===== src/rtl/ehr_reader.sv =====
// rtl/ehr_reader.sv - EHR shadow capture, CPU/PRNG read-out and drain tracking (optional macro: EHR_RD_ZEROIZE_EN)
module ehr_reader #(
    parameter int          EHR_WORDS     = 4,
    parameter logic [11:0] EHR_BASE_ADDR = 12'h114
) (
    input  logic                      rng_clk,
    input  logic                      rst_trng_logic,
    input  logic [32*EHR_WORDS-1:0]   ehr_data,
    input  logic                      ehr_full,
    input  logic                      curr_test_err,
    input  logic                      cpu_ehr_rd,
    input  logic [11:0]               cpu_rng_paddr,
    input  logic                      prng_seed_req,
    input  logic                      prng_seed_ack,
    output logic [31:0]               ehr_rdata,
    output logic                      ehr_valid,
    output logic                      prng_seed_valid,
    output logic [32*EHR_WORDS-1:0]   prng_seed_data,
    output logic                      ehr_rd_done
);

    localparam int SW = 32 * EHR_WORDS;

    typedef enum logic [1:0] {
        IDLE   = 2'd0,
        LOADED = 2'd1,
        SEED   = 2'd2,
        DONE   = 2'd3
    } state_t;

    state_t               state_q, state_d;
    logic [SW-1:0]        shadow_q, shadow_d;
    logic [EHR_WORDS-1:0] rd_mask_q, rd_mask_d;
    logic [31:0]          rdata_q, rdata_d;

    // The EHR window is an 8-word aligned region from the base address; slots
    // beyond EHR_WORDS decode as EHR offsets but read back as zero.
    logic [11:0]          offset;
    logic [2:0]           word_idx;
    logic                 in_window;
    logic                 idx_ok;
    logic                 rd_hit;
    logic [31:0]          sel_word;
    logic [EHR_WORDS-1:0] hit_onehot;
    logic                 has_data;

    assign offset    = cpu_rng_paddr - EHR_BASE_ADDR;
    assign word_idx  = offset[4:2];
    assign in_window = (offset[11:5] == 7'd0) && (offset[1:0] == 2'b00);
    assign idx_ok    = ({29'd0, word_idx} < 32'(EHR_WORDS));
    assign rd_hit    = cpu_ehr_rd && in_window;
    assign has_data  = (state_q == LOADED) || (state_q == SEED);

    // Word select and one-hot of the addressed EHR word
    always_comb begin
        sel_word   = 32'd0;
        hit_onehot = '0;
        for (int i = 0; i < EHR_WORDS; i++) begin
            if (word_idx == 3'(i)) begin
                sel_word      = shadow_q[i*32 +: 32];
                hit_onehot[i] = 1'b1;
            end
        end
    end

    // Next-state, shadow, consumption mask and read-data logic
    always_comb begin
        state_d   = state_q;
        shadow_d  = shadow_q;
        rd_mask_d = rd_mask_q;
        rdata_d   = rdata_q;

        if (rd_hit) begin
            rdata_d = (has_data && idx_ok) ? sel_word : 32'd0;
        end

        case (state_q)
            IDLE: begin
                if (curr_test_err) begin
                    shadow_d  = '0;
                    rd_mask_d = '0;
                end else if (ehr_full) begin
                    shadow_d  = ehr_data;
                    rd_mask_d = '0;
                    state_d   = LOADED;
                end
            end
            LOADED: begin
                if (curr_test_err) begin
                    shadow_d  = '0;
                    rd_mask_d = '0;
                    rdata_d   = rdata_q;
                    state_d   = IDLE;
                end else if (rd_hit) begin
                    // A CPU read always beats a same-cycle seed request
                    if (idx_ok) begin
                        rd_mask_d = rd_mask_q | hit_onehot;
`ifdef EHR_RD_ZEROIZE_EN
                        for (int i = 0; i < EHR_WORDS; i++) begin
                            if (hit_onehot[i]) begin
                                shadow_d[i*32 +: 32] = 32'd0;
                            end
                        end
`endif
                    end
                    if (&rd_mask_d) begin
                        state_d = DONE;
                    end
                end else if (prng_seed_req && (rd_mask_q == '0)) begin
                    state_d = SEED;
                end
            end
            SEED: begin
                if (curr_test_err) begin
                    shadow_d  = '0;
                    rd_mask_d = '0;
                    rdata_d   = rdata_q;
                    state_d   = IDLE;
                end else if (prng_seed_ack) begin
                    state_d = DONE;
                end
            end
            DONE: begin
                state_d = IDLE;
            end
            default: begin
                state_d = IDLE;
            end
        endcase

`ifdef EHR_RD_ZEROIZE_EN
        if ((state_d == DONE) && (state_q != DONE)) begin
            shadow_d = '0;
        end
`endif
    end

    // State and datapath registers with synchronous reset
    always_ff @(posedge rng_clk) begin
        if (rst_trng_logic) begin
            state_q   <= IDLE;
            shadow_q  <= '0;
            rd_mask_q <= '0;
            rdata_q   <= 32'd0;
        end else begin
            state_q   <= state_d;
            shadow_q  <= shadow_d;
            rd_mask_q <= rd_mask_d;
            rdata_q   <= rdata_d;
        end
    end

    assign ehr_rdata       = rdata_q;
    assign ehr_valid       = has_data;
    assign prng_seed_valid = (state_q == SEED);
    assign prng_seed_data  = (state_q == SEED) ? shadow_q : '0;
    assign ehr_rd_done     = (state_q == DONE);

endmodule


===== config.mk =====
export PLATFORM = sky130hd
export DESIGN_NAME = ehr_reader
export DESIGN_NICKNAME = d
export VERILOG_FILES = /design/src/rtl/ehr_reader.sv
export SDC_FILE = /design/constraint.sdc
export NUM_CORES = 1
export LEC_CHECK = 0
export ABC_AREA = 1
export CAP_MARGIN = 30
export CORE_MARGIN = 2
export CORE_UTILIZATION = 42
export CTS_CLUSTER_DIAMETER = 100
export DETAILED_ROUTE_END_ITERATION = 6
export HOLD_SLACK_MARGIN = 0.1
export PLACE_DENSITY = 0.89
export SLEW_MARGIN = 20
export SYNTH_ARGS = -nofsm -noshare
export SYNTH_HDL_FRONTEND = slang
export SYNTH_SLANG_ARGS = --single-unit

===== constraint.sdc =====
create_clock -name rng_clk -period 1.9 [get_ports rng_clk]
set_input_delay 0.475 -clock rng_clk [delete_from_list [all_inputs] [get_ports rng_clk]]
set_output_delay 0.475 -clock rng_clk [all_outputs]
set_load 0.03 [all_outputs]

* Yosys cells after proc, flatten, opt, wreduce, memory -nomap -nowiden *
Cells that the tools add are included.

storage, ports and cells
  register bits = 166
  input bits = 147
  output and inout port bits = 163
  word-level logic and storage cells = 76

cells by class
  add/sub/neg operators = 1
  order comparisons = 1
  equal/unequal tests = 16
  mux-type cells = 36
  bitwise operators = 1
  reduce and logical (&&, ||, !) cells = 17

operators by type and width
  kind                                                count
  2-to-1 mux 128 bit                                  4
  2-to-1 mux 32 bit                                   8
  one-hot mux 128 bit (2 select lines)                1
  2-to-1 mux 4 bit                                    9
  2-to-1 mux 2 bit                                    8
  one-hot mux 4 bit (3 select lines)                  1
  subtractor 12 x 9 -> 12 bit, second input constant  1
  != test 3 bit, second input constant                3
  != test 2 bit, second input constant                4
  != test 4 x 3 -> 1 bit, second input constant       2
  one-hot mux 2 bit (4 select lines)                  1
  AND reduction 4 bit                                 2
  zero test 7 bit                                     1
  == test 3 x 2 -> 1 bit, second input constant       2
  AND reduction 5 bit                                 1
  == test 2 bit, second input constant                2
  logical AND 1 bit                                   4
  zero test 2 bit                                     2
  zero test 4 bit                                     1
  2-to-1 mux 1 bit                                    4
  bitwise OR 4 bit                                    1
  == test 3 x 1 -> 1 bit, second input constant       1
  zero test 3 bit                                     1
  < comparator 3 bit, second input constant           1
  7 further kinds                                     7

* Depth between registers and ports, before layout *
  depth after elaboration = 13
  depth in mapped cells = 13
  gate-level depth less buffers = 13

* Worst setup path before layout *
No wires, ideal clock.

  kind = register to output
  from = register state_q[0]
  to = output port prng_seed_data[107]
  arrival = 1.668 ns
  required time = 1.425 ns
  path slack = -0.243 ns
  stages on the path, launching flop included = 7
  path buffers = 2
  path through = dfxtp_1 -> inv_1 -> ha_1 -> clkbuf_1 -> clkbuf_1 -> nand2_1 -> inv_1

on the way
  longest elaborated chain between the ends = 2

ends and longest elaborated chain
  item                      line  source
  start: declaration        31    state_t state_q, state_d;
  start signal: assignment  146   state_q <= state_d;
  == test 2 bit             --
  net prng_seed_valid       17    output logic prng_seed_valid,
  2-to-1 mux 128 bit        156   assign prng_seed_data = (state_q == SEED) ? shadow_q : '0;
  end: declaration          18    output logic [32*EHR_WORDS-1:0] prng_seed_data,

The timed path passes the listed nets, and every way through them passes these cells.

* Worst setup path in the final report *
  from = register state_q[0]
  to = output port prng_seed_data[53]

on the way
  longest elaborated chain between the ends = 2

ends and longest elaborated chain
  item                line
  == test 2 bit       156
  2-to-1 mux 128 bit  156

No other way between the ends.

==> metrics <==
Mapped Nets=~1600; # fillers=between 1000 and 1500; GP Congestion=between 0.9 and 1; final setup violation count=between 100 and 150; Worst Slack Setup Final=-0.263 ns; Req. time, crit path=around 1.4 ns; Synth Warn #=0; top fanout value on the critical path=4; Final #Nets=1932; Static Leak=between 0.007 and 0.008 µW; GRT overflow=0; Final Critical Period=~2.2 ns; Layout Cells excl Fill=slightly above 2000; Reg area=between 3000 and 4000 µm²; CTS tree=done; Reg clk slew, reported paths=0.07 ns; H-tree depth=4; DRT iter0 DRCs=1000; most frequent cells in the layout=456 x inv_1, 164 x dfxtp_1, 152 x o22ai_1; final WL=36800 µm; TNS Setup=-22.34 ns; Final Hold Vio Count=0; n_diodes=0; GR Util All Layers=0.298; vias in the first global route=10700; critical path capture point type=output port; register area share after synthesis=0.369; largest net degree at the start of global routing=80; Avg WL per Cell=17.8 µm; distinct cell type count after synthesis=22; Max Freq=0.462 GHz; Tightest Hold Check Type=reg2reg; initial core utilization=0.429; Die ar.=between 20000 and 25000 µm²; global-route wire length before repair=~53000 µm; dpl hpwl=approximately 22000 µm; R2R setup slack=-0.04 ns; Clock Root Buffer=clkbuf_16; CP startpoint=state_q[0]; worst reg2reg startpoint=state_q[0]; HP Start=rd_mask_q[2]; Die Wd=about 150 µm; Clk Latency, worst-skew pair=0.44 ns; Via Count=around 11000; unrepaired setup endpoints after global routing=yes; Syn Area/Cell=6.24 µm²; Multi-input gate area=approximately 3700 µm²; status=complete, but fails checks; PwrDens=1110 nW/µm²; Arr. time, crit path=approximately 1.7 ns; FF+latch count, synth=around 170; Peak supply drop=0.662 mV; WHS Path Cells=2; Slew HR=0.610; share of layout cells above drive strength 1=0.246; CP startpoint kind=register; Final Skew=between 0.01 and 0.015 ns; Tcrit/Tclk final=1.14; commonest non-fill, non-tap cell in the layout=inv_1; P&R area growth vs syn=61.3%; drt first pass iters=7; Reg2Reg Depth=11; Inst Count DP=2001; synthesized cell area=about 9000 µm²; Routed Antenna Nets=0; Post-CTS Hold Buffers=0; initial antenna violation count=0; # rows=53; utilization after layout=0.692; CTS sink cnt=166; vias per inst=between 5 and 6; Crit Path Class=reg2out; core footprint=between 20000 and 25000 µm²; Post-route DRC=1; max_cap viols=0; Total Power=roughly 16000 µW; Mapped Cells=between 1000 and 1500; Port Buf Inserts=309; failing checks=design-rule violations, negative setup slack; count of final max-slew check failures=0; Max Root-Sink Buffers=2; # IOs=310; Worst Tran Pin Value=0.586 ns; Num CTS Buffers=17; Die Span Y=between 150 and 200 µm
-- flip-flops by register name, indices dropped and copies added (netlist names) --
register,flops
ehr_rdata,32
state_q,2
shadow_q,128
rd_mask_q,4
-- Yosys cell counts --
cell type | number | area (µm²)
inv_1 | 539 | 2020
dfxtp_1 | 166 | 3320
o22ai_1 | 159 | 995
nand2_1 | 156 | 586
nor2_1 | 147 | 552
o21ai_0 | 68 | 340
clkbuf_1 | 51 | 191
a21oi_1 | 40 | 200
a21oi_2 | 28 | 245
o21ai_1 | 28 | 140
buf_2 | 25 | 125
nand3_1 | 11 | 55.1
nand4_1 | 8 | 50.1
ha_1 | 6 | 75.1
buf_1 | 3 | 11.3
buf_4 | 3 | 22.5
buf_6 | 3 | 33.8
a21boi_0 | 1 | 7.51
a21oi_4 | 1 | 16.3
o2111ai_1 | 1 | 8.76
o21a_1 | 1 | 7.51
o21bai_1 | 1 | 7.51
-- cell type report --
cell class / instances / share of cell area
repair buffers: 399 / 0.309
multi-input cells: 656 / 0.255
flip-flops and latches: 166 / 0.229
inverters: 539 / 0.140
clock buffers: 17 / 0.0292
well taps: 275 / 0.0237
clock inverters: 15 / 0.0147
-- worst max-delay path: stages, from the launching register on --
cell       delay [ns]
dfxtp_4          0.36
inv_4            0.04
ha_4             0.16
buf_6            0.13
buf_12           0.14
clkbuf_16        0.17
nand2_2          0.08
inv_2            0.04
buf_6            0.13
-- layer usage --
layer	wire length [µm]	share of wire	track usage	up-vias
met2	17800	0.48	0.507	777
li1	-	-	-	4952
met3	3720	0.10	0.0645	165
met1	13300	0.36	0.346	5021
met4	1960	0.053	0.167	0
met5	0	0	0	-
-- worst paths after layout --
path                             end
setup / recovery  prng_seed_data[53]
hold / removal          rd_mask_q[2]
setup reg to reg       shadow_q[115]
hold reg to reg         rd_mask_q[2]
-- report_power, final --
group	switching [µW]	total (µW)	leakage [µW]	internal, µW
sequential	429	4480	0.00135	4050
combinational	4470	7870	0.00595	3400
clock	1700	3840	0.000311	2140
-- stage by stage --
step | hold WS [ns] | worst slack [ns] | cell area, µm²
6_report | 0.466 | -0.263 | 14500
5_1_grt | 0.498 | -0.307 | 14500
4_1_cts | 0.466 | -0.235 | 14100
3_5_place_dp | 0.457 | -0.609 | 12400
3_3_place_gp | 0.448 | -0.545 | 12400
2_1_floorplan | 0.441 | 0.00421 | 9040
-- timing repair --
| item | in CTS | in global routing |
|---|---|---|
| gates cloned | 10 | 7 |
| pin swaps | 13 | 26 |
| gates resized for setup | 270 | 128 |
| buffers inserted | 13 | 6 |
| endpoints found under the setup margin | 262 | 242 |
-- kinds of logic (layout without fill, tap and decap cells) --
logic type / Yosys count / count (layout) / share of synthesized area
AOI/OAI and AO/OA: 328 / 328 / 0.218
adders and majority gates: 6 / 6 / 0.00833
buffers and inverters: 624 / 970 / 0.267
DFF: 166 / 166 / 0.369
and+or+nand+nor: 322 / 322 / 0.138
Power figures use the tool's default switching activity.
